[config.mk]
export PLATFORM = sky130hd
export DESIGN_NAME = line_sweep_seq
export DESIGN_NICKNAME = d
export VERILOG_FILES = /design/src/rtl/sweep_pkg.sv /design/src/rtl/spoke_table.sv /design/src/rtl/line_sweep_seq.sv
export SDC_FILE = /design/constraint.sdc
export NUM_CORES = 1
export LEC_CHECK = 0
export BUFFER_PORTS_ARGS = -buffer_cell sky130_fd_sc_hd__buf_2
export CORE_AREA = 3 3 154 156
export CTS_CLUSTER_DIAMETER = 120
export DETAILED_ROUTE_END_ITERATION = 10
export DIE_AREA = 0 0 157 159
export HOLD_SLACK_MARGIN = 0.08
export PLACE_DENSITY_LB_ADDON = 0.12
export SLEW_MARGIN = 20
export SYNTH_ARGS = -nofsm -noshare
export SYNTH_HDL_FRONTEND = slang
export SYNTH_HIERARCHICAL = 1
export SYNTH_SLANG_ARGS = --single-unit
[constraint.sdc]
create_clock -name clk -period 8.5 [get_ports clk]
set_input_delay 0 -clock clk [delete_from_list [all_inputs] [get_ports clk]]
set_output_delay 0 -clock clk [all_outputs]
set_load 0.01 [all_outputs]
[src/rtl/sweep_pkg.sv]
// sweep_pkg: shared coordinate types, default spoke origin and FSM state encoding
package sweep_pkg;
    typedef logic [9:0] coord_x_t;
    typedef logic [8:0] coord_y_t;
    localparam coord_x_t DEF_CENTER_X = 10'd200;
    localparam coord_y_t DEF_CENTER_Y = 9'd200;
    typedef enum logic [2:0] {
        S_IDLE,
        S_LAUNCH_DRAW,
        S_DRAW,
        S_HOLD,
        S_LAUNCH_ERASE,
        S_ERASE,
        S_ADVANCE
    } state_t;
endpackage

[src/rtl/spoke_table.sv]
// spoke_table: NUM_SPOKES-entry endpoint register file, one sync write port, one async read port
// Ports: clk, reset (sync, fills every entry with the centre point);
//        i_we/i_waddr/i_wx/i_wy write port (out-of-range addresses dropped);
//        i_raddr -> o_rx/o_ry combinational read.
module spoke_table
    import sweep_pkg::*;
#(
    parameter int       NUM_SPOKES = 12,
    parameter coord_x_t CENTER_X   = DEF_CENTER_X,
    parameter coord_y_t CENTER_Y   = DEF_CENTER_Y,
    localparam int      IW         = $clog2(NUM_SPOKES)
) (
    input  logic          clk,
    input  logic          reset,
    input  logic          i_we,
    input  logic [IW-1:0] i_waddr,
    input  coord_x_t      i_wx,
    input  coord_y_t      i_wy,
    input  logic [IW-1:0] i_raddr,
    output coord_x_t      o_rx,
    output coord_y_t      o_ry
);
    coord_x_t r_x [NUM_SPOKES];
    coord_y_t r_y [NUM_SPOKES];
    always_ff @(posedge clk) begin
        if (reset) begin
            for (int i = 0; i < NUM_SPOKES; i++) begin
                r_x[i] <= CENTER_X;
                r_y[i] <= CENTER_Y;
            end
        end else if (i_we && 32'(i_waddr) < 32'(NUM_SPOKES)) begin
            r_x[i_waddr] <= i_wx;
            r_y[i_waddr] <= i_wy;
        end
    end
    assign o_rx = r_x[i_raddr];
    assign o_ry = r_y[i_raddr];
endmodule

[src/rtl/line_sweep_seq.sv]
// line_sweep_seq: radar-style spoke sequencer driving an external line drawer
// Ports: clk, reset (sync active-high); run (level), dir (0 up / 1 down);
//        tbl_we/tbl_addr/tbl_x/tbl_y spoke table write; ld_done from drawer;
//        ld_start, x0/y0/x1/y1, pixel_color to drawer; spoke_idx, busy, wrap status.
// Build option: define SWEEP_ERASE_EN to erase each spoke after its hold time;
//        left undefined, spokes accumulate and HOLD goes straight to ADVANCE.
module line_sweep_seq
    import sweep_pkg::*;
#(
    parameter int       NUM_SPOKES  = 12,
    parameter int       HOLD_CYCLES = 128,
    parameter coord_x_t CENTER_X    = DEF_CENTER_X,
    parameter coord_y_t CENTER_Y    = DEF_CENTER_Y,
    localparam int      IW          = $clog2(NUM_SPOKES)
) (
    input  logic          clk,
    input  logic          reset,
    input  logic          run,
    input  logic          dir,
    input  logic          tbl_we,
    input  logic [IW-1:0] tbl_addr,
    input  coord_x_t      tbl_x,
    input  coord_y_t      tbl_y,
    input  logic          ld_done,
    output logic          ld_start,
    output coord_x_t      x0,
    output coord_x_t      x1,
    output coord_y_t      y0,
    output coord_y_t      y1,
    output logic          pixel_color,
    output logic [IW-1:0] spoke_idx,
    output logic          busy,
    output logic          wrap
);
    localparam int HW = $clog2(HOLD_CYCLES + 1);
    state_t        r_state, w_next;
    logic [IW-1:0] r_idx, w_adv_idx, w_rd_idx;
    logic [HW-1:0] r_hold;
    coord_x_t      r_x1, w_tx;
    coord_y_t      r_y1, w_ty;
    logic          w_hold_done, w_at_wrap;

    spoke_table #(.NUM_SPOKES(NUM_SPOKES), .CENTER_X(CENTER_X), .CENTER_Y(CENTER_Y)) u_table (
        .clk(clk), .reset(reset), .i_we(tbl_we), .i_waddr(tbl_addr), .i_wx(tbl_x), .i_wy(tbl_y),
        .i_raddr(w_rd_idx), .o_rx(w_tx), .o_ry(w_ty)
    );

    assign w_at_wrap   = dir ? (r_idx == '0) : (r_idx == IW'(NUM_SPOKES - 1));
    assign w_adv_idx   = w_at_wrap ? (dir ? IW'(NUM_SPOKES - 1) : '0) : (dir ? r_idx - IW'(1) : r_idx + IW'(1));
    // endpoints are latched on the edge into LAUNCH_DRAW, when leaving ADVANCE the new index is not yet registered
    assign w_rd_idx    = (r_state == S_ADVANCE) ? w_adv_idx : r_idx;
    assign w_hold_done = r_hold == HW'(HOLD_CYCLES - 1);

    always_comb begin
        w_next = r_state;
        case (r_state)
            S_IDLE:         w_next = run ? S_LAUNCH_DRAW : S_IDLE;
            S_LAUNCH_DRAW:  w_next = S_DRAW;
            S_DRAW:         w_next = ld_done ? S_HOLD : S_DRAW;
`ifdef SWEEP_ERASE_EN
            S_HOLD:         w_next = w_hold_done ? S_LAUNCH_ERASE : S_HOLD;
            S_LAUNCH_ERASE: w_next = S_ERASE;
            S_ERASE:        w_next = ld_done ? S_ADVANCE : S_ERASE;
`else
            S_HOLD:         w_next = w_hold_done ? S_ADVANCE : S_HOLD;
`endif
            S_ADVANCE:      w_next = run ? S_LAUNCH_DRAW : S_IDLE;
            default:        w_next = S_IDLE;
        endcase
    end

    always_ff @(posedge clk) begin
        if (reset) begin
            r_state <= S_IDLE;
            r_idx   <= '0;
            r_hold  <= '0;
            r_x1    <= CENTER_X;
            r_y1    <= CENTER_Y;
        end else begin
            r_state <= w_next;
            r_hold  <= (r_state == S_HOLD) ? r_hold + HW'(1) : '0;
            if (r_state == S_ADVANCE) r_idx <= w_adv_idx;
            if (w_next == S_LAUNCH_DRAW) begin
                r_x1 <= w_tx;
                r_y1 <= w_ty;
            end
        end
    end

    assign ld_start  = r_state == S_LAUNCH_DRAW || r_state == S_LAUNCH_ERASE;
    assign busy      = r_state != S_IDLE;
    assign wrap      = r_state == S_ADVANCE && w_at_wrap;
`ifdef SWEEP_ERASE_EN
    assign pixel_color = r_state inside {S_LAUNCH_DRAW, S_DRAW, S_HOLD};
`else
    assign pixel_color = busy;
`endif
    assign x0        = CENTER_X;
    assign y0        = CENTER_Y;
    assign x1        = r_x1;
    assign y1        = r_y1;
    assign spoke_idx = r_idx;
endmodule
==> results.json <==
{
  "cts-root-buf": "clkbuf_16",
  "maxSlewHeadroom_pct": 20.6,
  "hold_viol": 0,
  "grt_antenna_before_repair": 0,
  "grt_util_met2_pct": 44.5,
  "drt_iter0_markers": 976,
  "nFillCells": 1415,
  "cp_data_required_time_ns": 8.87,
  "cts.sink_count": 338,
  "synthToLayoutAreaGrowth_pct": 13.6,
  "worst_pin_slew_ns": 1.19,
  "slew_violations": 0,
  "overflow": 0,
  "vias": 8604,
  "gr-max-usage-layer": "met2",
  "hpwl_um": 18500,
  "stdcell_area_mm2": 0.0168,
  "synth.distinct_cells": 50,
  "die-area_mm2": 0.0250,
  "path_buf_inv": 2,
  "cts_buffers": 35,
  "clock_latency_ns": 0.51,
  "syn_area_per_cell_um2": 15.2,
  "endpoint_kind": "register",
  "drive_gt1_share_pct": 20.4,
  "grtUsageMet3_pct": 6.39,
  "cts_htree_levels": 2,
  "drc": 0,
  "hp-class": "primary input to register",
  "ys_warn_count": 6,
  "ys_top_cells_by_area": "edfxtp_1 (62%), mux4_2 (12%), and2_1 (6.6%)",
  "nNetsFinal": 1132,
  "core_area_mm2": 0.0225,
  "crit_chain": "and3b_1 > xnor2_4 > buf_4 > buf_4 > mux4_2 > a22oi_1 > nand2_1 > nand2_1 > a21oi_1",
  "antennaDiodeCount": 0,
  "detail_route.vias_per_cell": 6.11,
  "grt_pass1_wl_um": 50700,
  "layout_worst_path_cycle_share_pct": 47.7,
  "cts_buffer_depth": 3,
  "netlist_area_mm2": 0.0148,
  "port_buffers": 55,
  "first_global_vias": 8818,
  "p_per_area_mw_per_mm2": 214,
  "use_met1_pct": 36.6,
  "initial_core_util_pct": 65.9,
  "fin_setup_tns_ns": 0,
  "crit_fanout": 47,
  "num_rows": 55,
  "outcome": "finished, final reports clean",
  "cts_tree": "done",
  "p_leak_uw": 0.00590,
  "irDropWorstVdd_uv": 165,
  "synth-main-ff-cell": "edfxtp_1",
  "cp_slowest_cell": "buf_4",
  "synthArstFlopShare_pct": 0,
  "post_drt_wl_per_cell_um": 23.5,
  "rsz0062_at_grt": "no",
  "crit_type": "register to register",
  "clock.fmax_mhz": 246,
  "cpPeakStageDelay_ns": 0.83,
  "grt_use_total_pct": 27.3,
  "maxCapViolCount": 0,
  "clk_pin_slew_ns": 0.06,
  "synth_edf_count": 304,
  "yosysSeqAreaShare_pct": 66.1,
  "dieWidth_um": 157,
  "arrival_ns": 4.43,
  "layout_commonest_cell": "edfxtp_1",
  "clock_skew_ns": 0.00807,
  "ys_ff_latch": 338,
  "num_io_pins": 75,
  "period_minus_slack_ns": 4.06,
  "synthCells": 973,
  "die_y_um": 159,
  "drt_wl_total_um": 33000,
  "grt_max_degree": 60,
  "r2r_setup_slack_ns": 4.44,
  "synth_top_cell_area_share_pct": 61.5,
  "first_pass_iters": 5,
  "setup_viol": 0,
  "gp_congestion": 0.836,
  "synth_top_area_cell": "edfxtp_1",
  "cp_top_family": "buffers and inverters",
  "ant_nets": 0,
  "placed_area_mm2": 0.0155,
  "crit_path_start_kind": "register",
  "final_cell_mix": "edfxtp_1 (304), and2_1 (157), conb_1 (95)"
}
cells in the mapped netlist (3+ instances only):
library cell,number
nand2_2,4
nand3b_1,7
clkbuf_1,57
nand2_1,58
ha_1,3
conb_1,3
nor2b_1,5
or3_1,58
or2_2,12
a21oi_1,16
nand2b_1,20
mux4_2,76
and2_1,157
buf_2,11
xnor2_1,6
a21oi_2,4
dfxtp_1,34
buf_1,7
nor3_1,7
buf_4,22
nand3_1,5
a22oi_1,39
inv_1,5
nor2_1,22
edfxtp_1,304
per-layer routing:
metal / up-vias / routed length (um)
met5: - / 0
met4: 0 / 1100
met3: 85 / 3300
met2: 427 / 16300
met1: 4314 / 12300
li1: 3778 / -
logic make-up (layout without fill, tap and decap cells):
group	Yosys count	after routing	share of synthesized area, %
AOI/OAI and AO/OA	70	70	3.45
xor gates and xnor gates	7	7	0.413
adders and majority gates	4	4	0.388
buffers and inverters	106	164	3.51
DFF	338	338	66.1
muxes	78	78	11.7
other	3	95	0.0759
and+or+nand+nor	367	367	14.4
layout make-up:
type / instances / area (um^2) / share of cell area [%]
clock inverters: 12 / 104 / 0.617
inverters: 6 / 22.5 / 0.134
flip-flops and latches: 338 / 9810 / 58.2
multi-input cells: 621 / 4910 / 29.1
repair buffers: 97 / 656 / 3.89
clock buffers: 49 / 991 / 5.88
well taps: 285 / 357 / 2.12
through the flow:
stage               total power [uW]  util [%]  worst slack, ns  hold slack, ns  cells
floorplan                       2090         -             5.66          0.0716   1065
detailed placement              2170      68.8             4.41           0.366   1321
CTS                             3620      74.8             4.35          0.0854   1408
finish                          3610      74.9             4.44           0.110   1408
global route                    3730      74.9             4.05           0.132   1408
global placement                2160      68.8             4.08           0.359   1321
flip-flops by register name (all words and copies together) (netlist names):
name	count
r_hold	8
r_state	3
spoke_idx	4
u_table/r_x	160
u_table/r_y	144
x1	10
y1	9
what timing repair did:
action,CTS,global route
endpoints found under the hold margin,322,0
gates resized for setup,0,0
hold buffers,26,0
buffers inserted,0,0
setup endpoints to repair,0,0
worst paths after layout:
kind | start | to | depth (start not counted)
worst min-delay path | tbl_addr[2] | u_table/r_x[3][3] | 3
worst max register to register | r_state[0] | y1[2] | 9
worst max-delay path | r_state[0] | y1[2] | 9
worst min register to register | x1[9] | x1[9] | 2
worst min-delay path: stages:
cell and delay, ns:
buf_2 0.10, or4b_4 0.27, or3_1 0.14
report_power, final:
group          internal [uW]  total, uW  switching (uW)
Sequential              1910       1950            34.4
Combinational           73.0        196             123
Clock                    872       1460             589
Total                   2860       3610             746
Power figures use the tool's default switching activity.
